===== src/rtl/nlb_c1tx_issue_if.sv =====
// -----------------------------------------------------------------------------
// nlb_c1tx_issue_if
// Bundles the two bus-facing sides of the C1 Tx issue stage:
//   - the request FIFO read side: show-ahead head valid/control at T0, the
//     pop strobe, and the data word that follows two clocks after the pop;
//   - the CCI C1 Tx request channel plus its almost-full and write-response
//     inputs.
// Modports:
//   master : view of the issue stage (drives pop strobe and C1 Tx request)
//   slave  : view of the environment (FIFO + channel)
// -----------------------------------------------------------------------------
interface nlb_c1tx_issue_if #(
    parameter int DATA_WIDTH = 556,
    parameter int HDR_WIDTH  = 44,
    parameter int CTL_WIDTH  = 1
);
    // FIFO read side
    logic                             fifo_dout_v;
    logic [CTL_WIDTH-1:0]             fifo_ctlout;
    logic [DATA_WIDTH-1:0]            fifo_dout;
    logic                             fifo_rdack;
    // C1 Tx channel side
    logic                             c1TxAlmFull;
    logic                             c1Rx_rspValid;
    logic                             c1Tx_valid;
    logic [HDR_WIDTH-1:0]             c1Tx_hdr;
    logic [DATA_WIDTH-HDR_WIDTH-1:0]  c1Tx_data;

    modport master (
        input  fifo_dout_v, fifo_ctlout, fifo_dout, c1TxAlmFull, c1Rx_rspValid,
        output fifo_rdack, c1Tx_valid, c1Tx_hdr, c1Tx_data
    );

    modport slave (
        output fifo_dout_v, fifo_ctlout, fifo_dout, c1TxAlmFull, c1Rx_rspValid,
        input  fifo_rdack, c1Tx_valid, c1Tx_hdr, c1Tx_data
    );
endinterface


===== src/rtl/nlb_c1tx_issue.sv =====
// -----------------------------------------------------------------------------
// nlb_c1tx_issue
// Pops write requests from the show-ahead C1 Tx request FIFO, re-aligns each
// pop with the FIFO data word that arrives two clocks later, and drives one
// registered write request per popped entry onto the CCI C1 Tx channel.
// Pops are held off by channel almost-full, by the outstanding-write cap, and
// by write fences (a fence waits until every earlier write is acknowledged).
// Ports:
//   Clk, Resetb     clock, asynchronous active-low reset
//   issue_en        permits new pops; entries already in flight always drain
//   bus (master)    FIFO read side and C1 Tx channel, see nlb_c1tx_issue_if
//   outstanding     writes issued and not yet acknowledged
//   num_issued      total lines issued (wraps)
//   fence_wait      high while holding a fence for outstanding writes
//   rsp_underflow   sticky: response seen with nothing outstanding
// -----------------------------------------------------------------------------
module nlb_c1tx_issue #(
    parameter int DATA_WIDTH      = 556,
    parameter int HDR_WIDTH       = 44,
    parameter int CTL_WIDTH       = 1,
    parameter int MAX_OUTSTANDING = 64,
    parameter int OCNT_WIDTH      = 7
) (
    input  logic                   Clk,
    input  logic                   Resetb,
    input  logic                   issue_en,
    nlb_c1tx_issue_if.master       bus,
    output logic [OCNT_WIDTH-1:0]  outstanding,
    output logic [31:0]            num_issued,
    output logic                   fence_wait,
    output logic                   rsp_underflow
);

    localparam logic [OCNT_WIDTH-1:0] MAX_CNT   = OCNT_WIDTH'(MAX_OUTSTANDING);
    localparam logic [OCNT_WIDTH-1:0] OCNT_ZERO = {OCNT_WIDTH{1'b0}};
    localparam logic [OCNT_WIDTH-1:0] OCNT_ONE  = {{(OCNT_WIDTH-1){1'b0}}, 1'b1};

    typedef enum logic [0:0] {
        ST_ISSUE      = 1'b0,
        ST_FENCE_WAIT = 1'b1
    } state_t;

    state_t                          state_r;
    state_t                          state_nxt_s;
    logic                            pop_s;
    logic                            fence_head_s;
    logic                            below_cap_s;
    logic                            p1_v_r;
    logic                            p2_v_r;
    logic                            tx_valid_r;
    logic [HDR_WIDTH-1:0]            tx_hdr_r;
    logic [DATA_WIDTH-HDR_WIDTH-1:0] tx_data_r;
    logic [OCNT_WIDTH-1:0]           ocnt_r;
    logic [OCNT_WIDTH-1:0]           ocnt_nxt_s;
    logic                            underflow_r;
    logic                            underflow_nxt_s;
    logic [31:0]                     num_issued_r;
    logic                            fence_wait_r;

    // A fence only matters once it is actually at the FIFO head.
    assign fence_head_s = bus.fifo_dout_v & bus.fifo_ctlout[0];
    assign below_cap_s  = (ocnt_r < MAX_CNT);

    // Next-state and pop decision; Resetb gates the pop so the strobe is low
    // throughout reset even though it is combinational.
    always_comb begin
        state_nxt_s = state_r;
        pop_s       = 1'b0;
        case (state_r)
            ST_ISSUE: begin
                if (fence_head_s && (ocnt_r != OCNT_ZERO)) begin
                    state_nxt_s = ST_FENCE_WAIT;
                end else begin
                    pop_s = Resetb & issue_en & bus.fifo_dout_v &
                            ~bus.c1TxAlmFull & below_cap_s;
                end
            end
            ST_FENCE_WAIT: begin
                if (ocnt_r == OCNT_ZERO) begin
                    state_nxt_s = ST_ISSUE;
                end else begin
                    state_nxt_s = ST_FENCE_WAIT;
                end
            end
            default: begin
                state_nxt_s = ST_ISSUE;
            end
        endcase
    end

    // Outstanding counter: counted at pop time so in-flight entries are
    // included; a response with nothing outstanding holds zero and flags.
    always_comb begin
        ocnt_nxt_s      = ocnt_r;
        underflow_nxt_s = underflow_r;
        case ({pop_s, bus.c1Rx_rspValid})
            2'b10: begin
                ocnt_nxt_s = ocnt_r + OCNT_ONE;
            end
            2'b01: begin
                if (ocnt_r == OCNT_ZERO) begin
                    underflow_nxt_s = 1'b1;
                end else begin
                    ocnt_nxt_s = ocnt_r - OCNT_ONE;
                end
            end
            default: begin
                ocnt_nxt_s = ocnt_r;
            end
        endcase
    end

    // State register, fence status and counters.
    always_ff @(posedge Clk or negedge Resetb) begin
        if (!Resetb) begin
            state_r      <= ST_ISSUE;
            fence_wait_r <= 1'b0;
            ocnt_r       <= OCNT_ZERO;
            underflow_r  <= 1'b0;
            num_issued_r <= 32'd0;
        end else begin
            state_r      <= state_nxt_s;
            fence_wait_r <= (state_nxt_s == ST_FENCE_WAIT);
            ocnt_r       <= ocnt_nxt_s;
            underflow_r  <= underflow_nxt_s;
            if (tx_valid_r) begin
                num_issued_r <= num_issued_r + 32'd1;
            end
        end
    end

    // Two-stage valid pipeline tracking the FIFO's two-clock data latency,
    // then the registered request valid.
    always_ff @(posedge Clk or negedge Resetb) begin
        if (!Resetb) begin
            p1_v_r     <= 1'b0;
            p2_v_r     <= 1'b0;
            tx_valid_r <= 1'b0;
        end else begin
            p1_v_r     <= pop_s;
            p2_v_r     <= p1_v_r;
            tx_valid_r <= p2_v_r;
        end
    end

    // Request header/payload capture at T2; meaningless while valid is low,
    // so no reset is needed.
    always_ff @(posedge Clk) begin
        if (p2_v_r) begin
            tx_hdr_r  <= bus.fifo_dout[DATA_WIDTH-1 -: HDR_WIDTH];
            tx_data_r <= bus.fifo_dout[DATA_WIDTH-HDR_WIDTH-1:0];
        end
    end

    assign bus.fifo_rdack = pop_s;
    assign bus.c1Tx_valid = tx_valid_r;
    assign bus.c1Tx_hdr   = tx_hdr_r;
    assign bus.c1Tx_data  = tx_data_r;
    assign outstanding    = ocnt_r;
    assign num_issued     = num_issued_r;
    assign fence_wait     = fence_wait_r;
    assign rsp_underflow  = underflow_r;

endmodule

===== src/flat_wrapper.sv =====
// flat-port wrapper written by rule: the top's interface ports become plain ports
module nlb_c1tx_issue_flat 
#(
    parameter int DATA_WIDTH      = 556,
    parameter int HDR_WIDTH       = 44,
    parameter int CTL_WIDTH       = 1,
    parameter int MAX_OUTSTANDING = 64,
    parameter int OCNT_WIDTH      = 7
)
  (Clk, Resetb, issue_en, outstanding, num_issued, fence_wait, rsp_underflow, bus_fifo_dout_v, bus_fifo_ctlout, bus_fifo_dout, bus_c1TxAlmFull, bus_c1Rx_rspValid, bus_fifo_rdack, bus_c1Tx_valid, bus_c1Tx_hdr, bus_c1Tx_data);
  nlb_c1tx_issue_if #(.DATA_WIDTH(DATA_WIDTH), .HDR_WIDTH(HDR_WIDTH), .CTL_WIDTH(CTL_WIDTH)) bus_i ();
  input  logic Clk;
  input  logic Resetb;
  input  logic issue_en;
  output logic [OCNT_WIDTH-1:0] outstanding;
  output logic [31:0] num_issued;
  output logic fence_wait;
  output logic rsp_underflow;
  input wire logic [$bits(bus_i.fifo_dout_v)-1:0] bus_fifo_dout_v;
  input wire logic [$bits(bus_i.fifo_ctlout)-1:0] bus_fifo_ctlout;
  input wire logic [$bits(bus_i.fifo_dout)-1:0] bus_fifo_dout;
  input wire logic [$bits(bus_i.c1TxAlmFull)-1:0] bus_c1TxAlmFull;
  input wire logic [$bits(bus_i.c1Rx_rspValid)-1:0] bus_c1Rx_rspValid;
  output wire logic [$bits(bus_i.fifo_rdack)-1:0] bus_fifo_rdack;
  output wire logic [$bits(bus_i.c1Tx_valid)-1:0] bus_c1Tx_valid;
  output wire logic [$bits(bus_i.c1Tx_hdr)-1:0] bus_c1Tx_hdr;
  output wire logic [$bits(bus_i.c1Tx_data)-1:0] bus_c1Tx_data;
  assign bus_i.fifo_dout_v = bus_fifo_dout_v;
  assign bus_i.fifo_ctlout = bus_fifo_ctlout;
  assign bus_i.fifo_dout = bus_fifo_dout;
  assign bus_i.c1TxAlmFull = bus_c1TxAlmFull;
  assign bus_i.c1Rx_rspValid = bus_c1Rx_rspValid;
  assign bus_fifo_rdack = bus_i.fifo_rdack;
  assign bus_c1Tx_valid = bus_i.c1Tx_valid;
  assign bus_c1Tx_hdr = bus_i.c1Tx_hdr;
  assign bus_c1Tx_data = bus_i.c1Tx_data;
  nlb_c1tx_issue #(.DATA_WIDTH(DATA_WIDTH), .HDR_WIDTH(HDR_WIDTH), .CTL_WIDTH(CTL_WIDTH), .MAX_OUTSTANDING(MAX_OUTSTANDING), .OCNT_WIDTH(OCNT_WIDTH)) u_core (.Clk(Clk), .Resetb(Resetb), .issue_en(issue_en), .bus(bus_i), .outstanding(outstanding), .num_issued(num_issued), .fence_wait(fence_wait), .rsp_underflow(rsp_underflow));
endmodule

===== config.mk =====
export PLATFORM = sky130hd
export DESIGN_NAME = nlb_c1tx_issue_flat
export DESIGN_NICKNAME = d
export VERILOG_FILES = /design/src/rtl/nlb_c1tx_issue_if.sv /design/src/rtl/nlb_c1tx_issue.sv /design/src/flat_wrapper.sv
export SDC_FILE = /design/constraint.sdc
export NUM_CORES = 1
export LEC_CHECK = 0
export CAP_MARGIN = 10
export CORE_AREA = 8 8 450 452
export DETAILED_ROUTE_END_ITERATION = 16
export DIE_AREA = 0 0 458 460
export PLACE_DENSITY = 0.3
export SLEW_MARGIN = 0
export SYNTH_ARGS = -nofsm -noshare
export SYNTH_HDL_FRONTEND = slang
export SYNTH_SLANG_ARGS = --single-unit

===== constraint.sdc =====
create_clock -name Clk -period 39.9 [get_ports Clk]
set_input_delay 9.975 -clock Clk [delete_from_list [all_inputs] [get_ports Clk]]
set_output_delay 9.975 -clock Clk [all_outputs]
set_load 0.005 [all_outputs]

* Word-level counts from Yosys, hierarchy flattened *
Cells that the tools add are included.
W data, S select, Z words.

storage, ports and cells
  output and inout bits = 599
  word-level logic and storage cells = 36
  bits of input ports = 563
  register bits after elaboration = 600

operators by class
  reduce and logical (&&, ||, !) cells = 6
  equal/unequal tests = 3
  muxes and demuxes = 7
  bitwise gates (word level) = 7
  order comparisons = 1
  $add $sub $neg = 3

operator list
  cell                     number
  $add A32 B1 Y32 const B  1
  $pmux W7 S2              1
  $add A7 B1 Y7 const B    1
  $logic_not A7 Y1         1
  $lt A7 B7 Y1 const B     1
  $mux W7                  1
  $reduce_bool A7 Y1       1
  $sub A7 B1 Y7 const B    1
  $and A1 B1 Y1            5
  $mux W1                  4
  $reduce_and A2 Y1        2
  $eq A2 B1 Y1 const B     1
  $eq A2 B2 Y1 const B     1
  $ne A2 B2 Y1 const B     1
  $not A1 Y1               2
  $pmux W1 S2              1
  $reduce_bool A2 Y1       1
  $logic_and A1 B1 Y1      1

* Depth between registers and ports, before layout *
  word-level depth = 9
  depth in mapped cells = 11
  depth with buffers taken out = 11

* Least setup slack after synthesis *
Ideal clock, no wire load.

  path kind = input-to-output
  start = input port bus_c1TxAlmFull
  end = output port bus_fifo_rdack
  data required time = 29925 ps
  data arrival time = 10630 ps
  setup slack = 19295 ps
  buffers on the path = 0
  stages on the path = 3
  path through = nor4b_1 -> nand3_1 -> a31oi_1

on the way
  word-level cells in the longest chain between the ends = 5

RTL lines
  what             RTL line              RTL
  start, declared  flat_wrapper.sv:22    input wire logic [$bits(bus_i.c1TxAlmFull)-1:0] bus_c1TxAlmFull;
  $not A1 Y1       nlb_c1tx_issue.sv:75  ~bus.c1TxAlmFull & below_cap_s;
  $and A1 B1 Y1    nlb_c1tx_issue.sv:74  pop_s = Resetb & issue_en & bus.fifo_dout_v &
  $and A1 B1 Y1    nlb_c1tx_issue.sv:75
  $mux W1          nlb_c1tx_issue.sv:71  if (fence_head_s && (ocnt_r != OCNT_ZERO)) begin
  $mux W1          nlb_c1tx_issue.sv:69  case (state_r)
  end, declared    flat_wrapper.sv:24    output wire logic [$bits(bus_i.fifo_rdack)-1:0] bus_fifo_rdack;

Every way passes these cells.

* Worst setup path after layout *
Same ends and word-level chain as after synthesis.

==> flow_summary_export.csv <==
group,metric,value,unit
routing,ant_nets,0,
setup_path,crit_chain,"clkdlybuf4s50_1, nor4b_1, nand3_1, a31oi_1, clkdlybuf4s50_1",
min_path,hp-start,"u_core.p1_v_r",
setup_path,crit_buf_inv,2,
global_routing,antenna_found_initial,186,
pwr,p_leak,12.0,nW
pwr,p_per_area,43.6,nW/um2
placed_design,place.gp.congestion,0.862,
synth,synthArstFlopShare,7.33,%
pwr,pwr-share-clk,49.3,%
clock_tree,clk_latency,710,ps
clock_tree,cts_sinks,600,
timing,period_minus_slack,21890,ps
routing,drt-pass1-iter-count,5,
min_path,min_path_cells,0,
die,initial_core_util,9.60,%
setup_path,path_max_fanout,3,
pwr,swShare,22.8,%
clock_tree,cts-root-buf,"clkbuf_16",
pwr,vdd_drop_max,0.0351,mV
die,rows,163,
timing,final.period_utilization,54.9,%
final_layout,fin_util,18.7,%
setup_path,cp_top_family,"buffers and inverters",
setup_path,path_common_cell,"clkdlybuf4s50_1",
setup_path,critical-path-slowest-cell,"clkdlybuf4s50_1",
placed_design,post-dp-hpwl,123000,um
synth,syn_nets,1303,
pwr,power.internal,1.23,mW
global_routing,grt_max_degree,133,
timing,worst_clock_skew,15.5,ps
min_path,min_path_type,"flip-flop to flip-flop",
routing,route.detailed.drc,0,
flow_run,maxCapViolations,0,
clock_tree,cts_tree,"yes",
timing,hold_violations,0,
timing,fmax,45.7,MHz
clock_tree,postCtsHoldBufs,0,
clock_tree,cts_buffer_depth,3,
setup_path,r2r_slack,36240,ps
clock_tree,cts.repair.resized,0,
routing,viasPerCell,2.91,
routing,wirelength,144000,um
final_layout,area_growth_syn_to_layout,94.8,%
die,fp.dieArea,211000,um2
timing,worst_slew_pin_slew,1260,ps
clock_tree,clk_pin_slew,60,ps
global_routing,grt_overflow,0,
global_routing,grt_pass1_wl,178000,um
min_path,worstHoldEndpoint,"u_core.p2_v_r",
synth,synthDistinctLibCells,37,
die,die_h,460,um
timing,finalSetupViolations,0,
setup_path,worstSetupPathType,"input port to output pin",
final_layout,fin_cells,4656,
timing,rsz0062_at_grt,"no",
synth,ys_seq_area_share,94.7,%
placed_design,numPortBuffers,1161,
setup_path,critical_path.max_stage_delay,570,ps
routing,vias,13500,
synth,syn-mean-instance-area,25.6,um2
synth,synth-edff-count,556,
die,die_w,458,um
timing,tns,0,ps
final_layout,drive_above_1_share,6.99,%
pwr,seq_power_share,44.1,%
setup_path,r2r-start,"u_core.p2_v_r",
timing,slew_headroom,15.7,%
synth,synth_area,18800,um2
setup_path,rr_endpoint,"u_core.bus.c1Tx_data[474]",
clock_tree,post-cts-setup-buffers,0,
pwr,power_switching,0.364,mW
global_routing,groute.usage.overall,13.0,%
clock_tree,htreeDepth,3,
synth,synth-seq-cells,600,
placed_design,placedCellCount,4458,
synth,yosysWarnings,0,
setup_path,worstRegToRegCells,3,
outcome,outcome,"finished clean",
synth,synthCells,733,
die,io_pins,1162,
synth,synth_ff_type,"edfxtp_1",
setup_path,end_kind,"output pin",
timing,slew_violations,0,
global_routing,grt_pass1_vias,14400,
die,core_region_area,196000,um2
pwr,comb_power_share,6.6,%
setup_path,crit_required,29920,ps
setup_path,startpoint_type,"input port",
routing,drt-initial-drc-count,826,
routing,wl_per_cell,31.0,um
clock_tree,cts_buffers,86,
final_layout,layout.nets,2560,
setup_path,arrival,11910,ps
[cells in the final DEF (no fill, tap or decap), types with 4 or more instances in the layout]
cell type,instances
clkdlybuf4s50_1,1160
edfxtp_1,556
clkbuf_16,87
dfrtp_1,43
diode_2,39
xnor2_1,25
clkbuf_1,20
nand2_1,16
clkinv_1,14
nand3_1,11
xor2_1,11
clkinv_2,10
and3_1,9
bufinv_16,9
ha_1,6
clkinvlp_4,6
buf_4,6
a21oi_1,5
nor2_1,5
inv_1,4
and4_1,4
mux2_1,4
[layer usage]
| layer | share of wire, % | vias to the layer above | global-route usage [%] |
|---|---|---|---|
| met4 | 2.0 | 102 | 3.02 |
| met3 | 13 | 281 | 7.88 |
| met5 | 0.46 | - | 0 |
| met1 | 38 | 6631 | 14.7 |
| met2 | 46 | 1004 | 21.0 |
| li1 | - | 5528 | - |
[cell families after synthesis]
family	Yosys count	synth area share, %
fa+ha+maj	7	0.506
simple gates	65	2.15
buf+inv	4	0.0798
flops	600	94.7
compound gates	14	0.513
mux	7	0.406
xor+xnor	36	1.68
[power by group through the flow]
stage	clock, mW	sequential (mW)	combinational (mW)
6_report	0.787	0.705	0.105
5_1_grt	0.842	0.706	0.114
2_1_floorplan	0	0.718	0.0217
4_1_cts	0.826	0.705	0.107
3_5_place_dp	0	0.717	0.106
3_3_place_gp	0	0.717	0.104
[through the flow]
stage	power (mW)	hold slack [ps]	setup WS (ps)	instance area, um2
2_1_floorplan	0.739	331	19290	18800
3_3_place_gp	0.821	348	17800	33700
3_5_place_dp	0.823	347	17830	33700
4_1_cts	1.64	361	17800	36500
5_1_grt	1.66	364	17880	36600
6_report	1.60	363	18010	36600
[synth_stat cells, types with 2 or more instances]
cell	n	area [um2]
ha_1	6	75.1
and4_1	4	35.0
and2_1	3	18.8
xor2_1	11	96.3
nor3_1	2	10.0
mux2_1	4	45.0
nand3_1	11	55.1
mux2i_1	2	20.0
dfrtp_1	44	1100
and3_1	9	56.3
nand4_1	3	18.8
or2_2	2	12.5
xnor2_1	25	219
nand2_1	16	60.1
nor2_1	5	18.8
nor4_4	2	42.5
a21oi_1	5	25.0
inv_1	4	15.0
nor2b_1	2	12.5
edfxtp_1	556	16700
[area by class of cell]
type                    count  area [um2]
flip-flops and latches    600       17800
fillers                 21000      159000
diodes                     39        97.6
well taps                2557        3200
repair buffers           1169       11700
clock inverters            48         534
inverters                   4        15.0
clock buffers             110        2290
multi-input cells         129         987
[state kept, by name, summed over array words and instances, names as in the netlist]
register / count
u_core.bus.c1Tx_data: 512
u_core.outstanding: 7
u_core.p2_v_r: 1
u_core.rsp_underflow: 1
u_core.num_issued: 32
u_core.bus.c1Tx_valid: 1
u_core.state_r: 1
u_core.bus.c1Tx_hdr: 44
u_core.p1_v_r: 1
[worst max path at each step]
| stage | start | slack, ps | depth (start not counted) | to |
|---|---|---|---|---|
| 6_report | bus_c1TxAlmFull | 18010 | 5 | bus_fifo_rdack |
| 5_1_grt | bus_c1TxAlmFull | 17880 | 5 | bus_fifo_rdack |
| 4_1_cts | Resetb | 17800 | 4 | bus_fifo_rdack |
| 3_5_place_dp | Resetb | 17830 | 4 | bus_fifo_rdack |
| 3_3_place_gp | Resetb | 17800 | 4 | bus_fifo_rdack |
| 2_1_floorplan | bus_c1TxAlmFull | 19290 | 3 | bus_fifo_rdack |
Power figures use the tool's default switching activity.
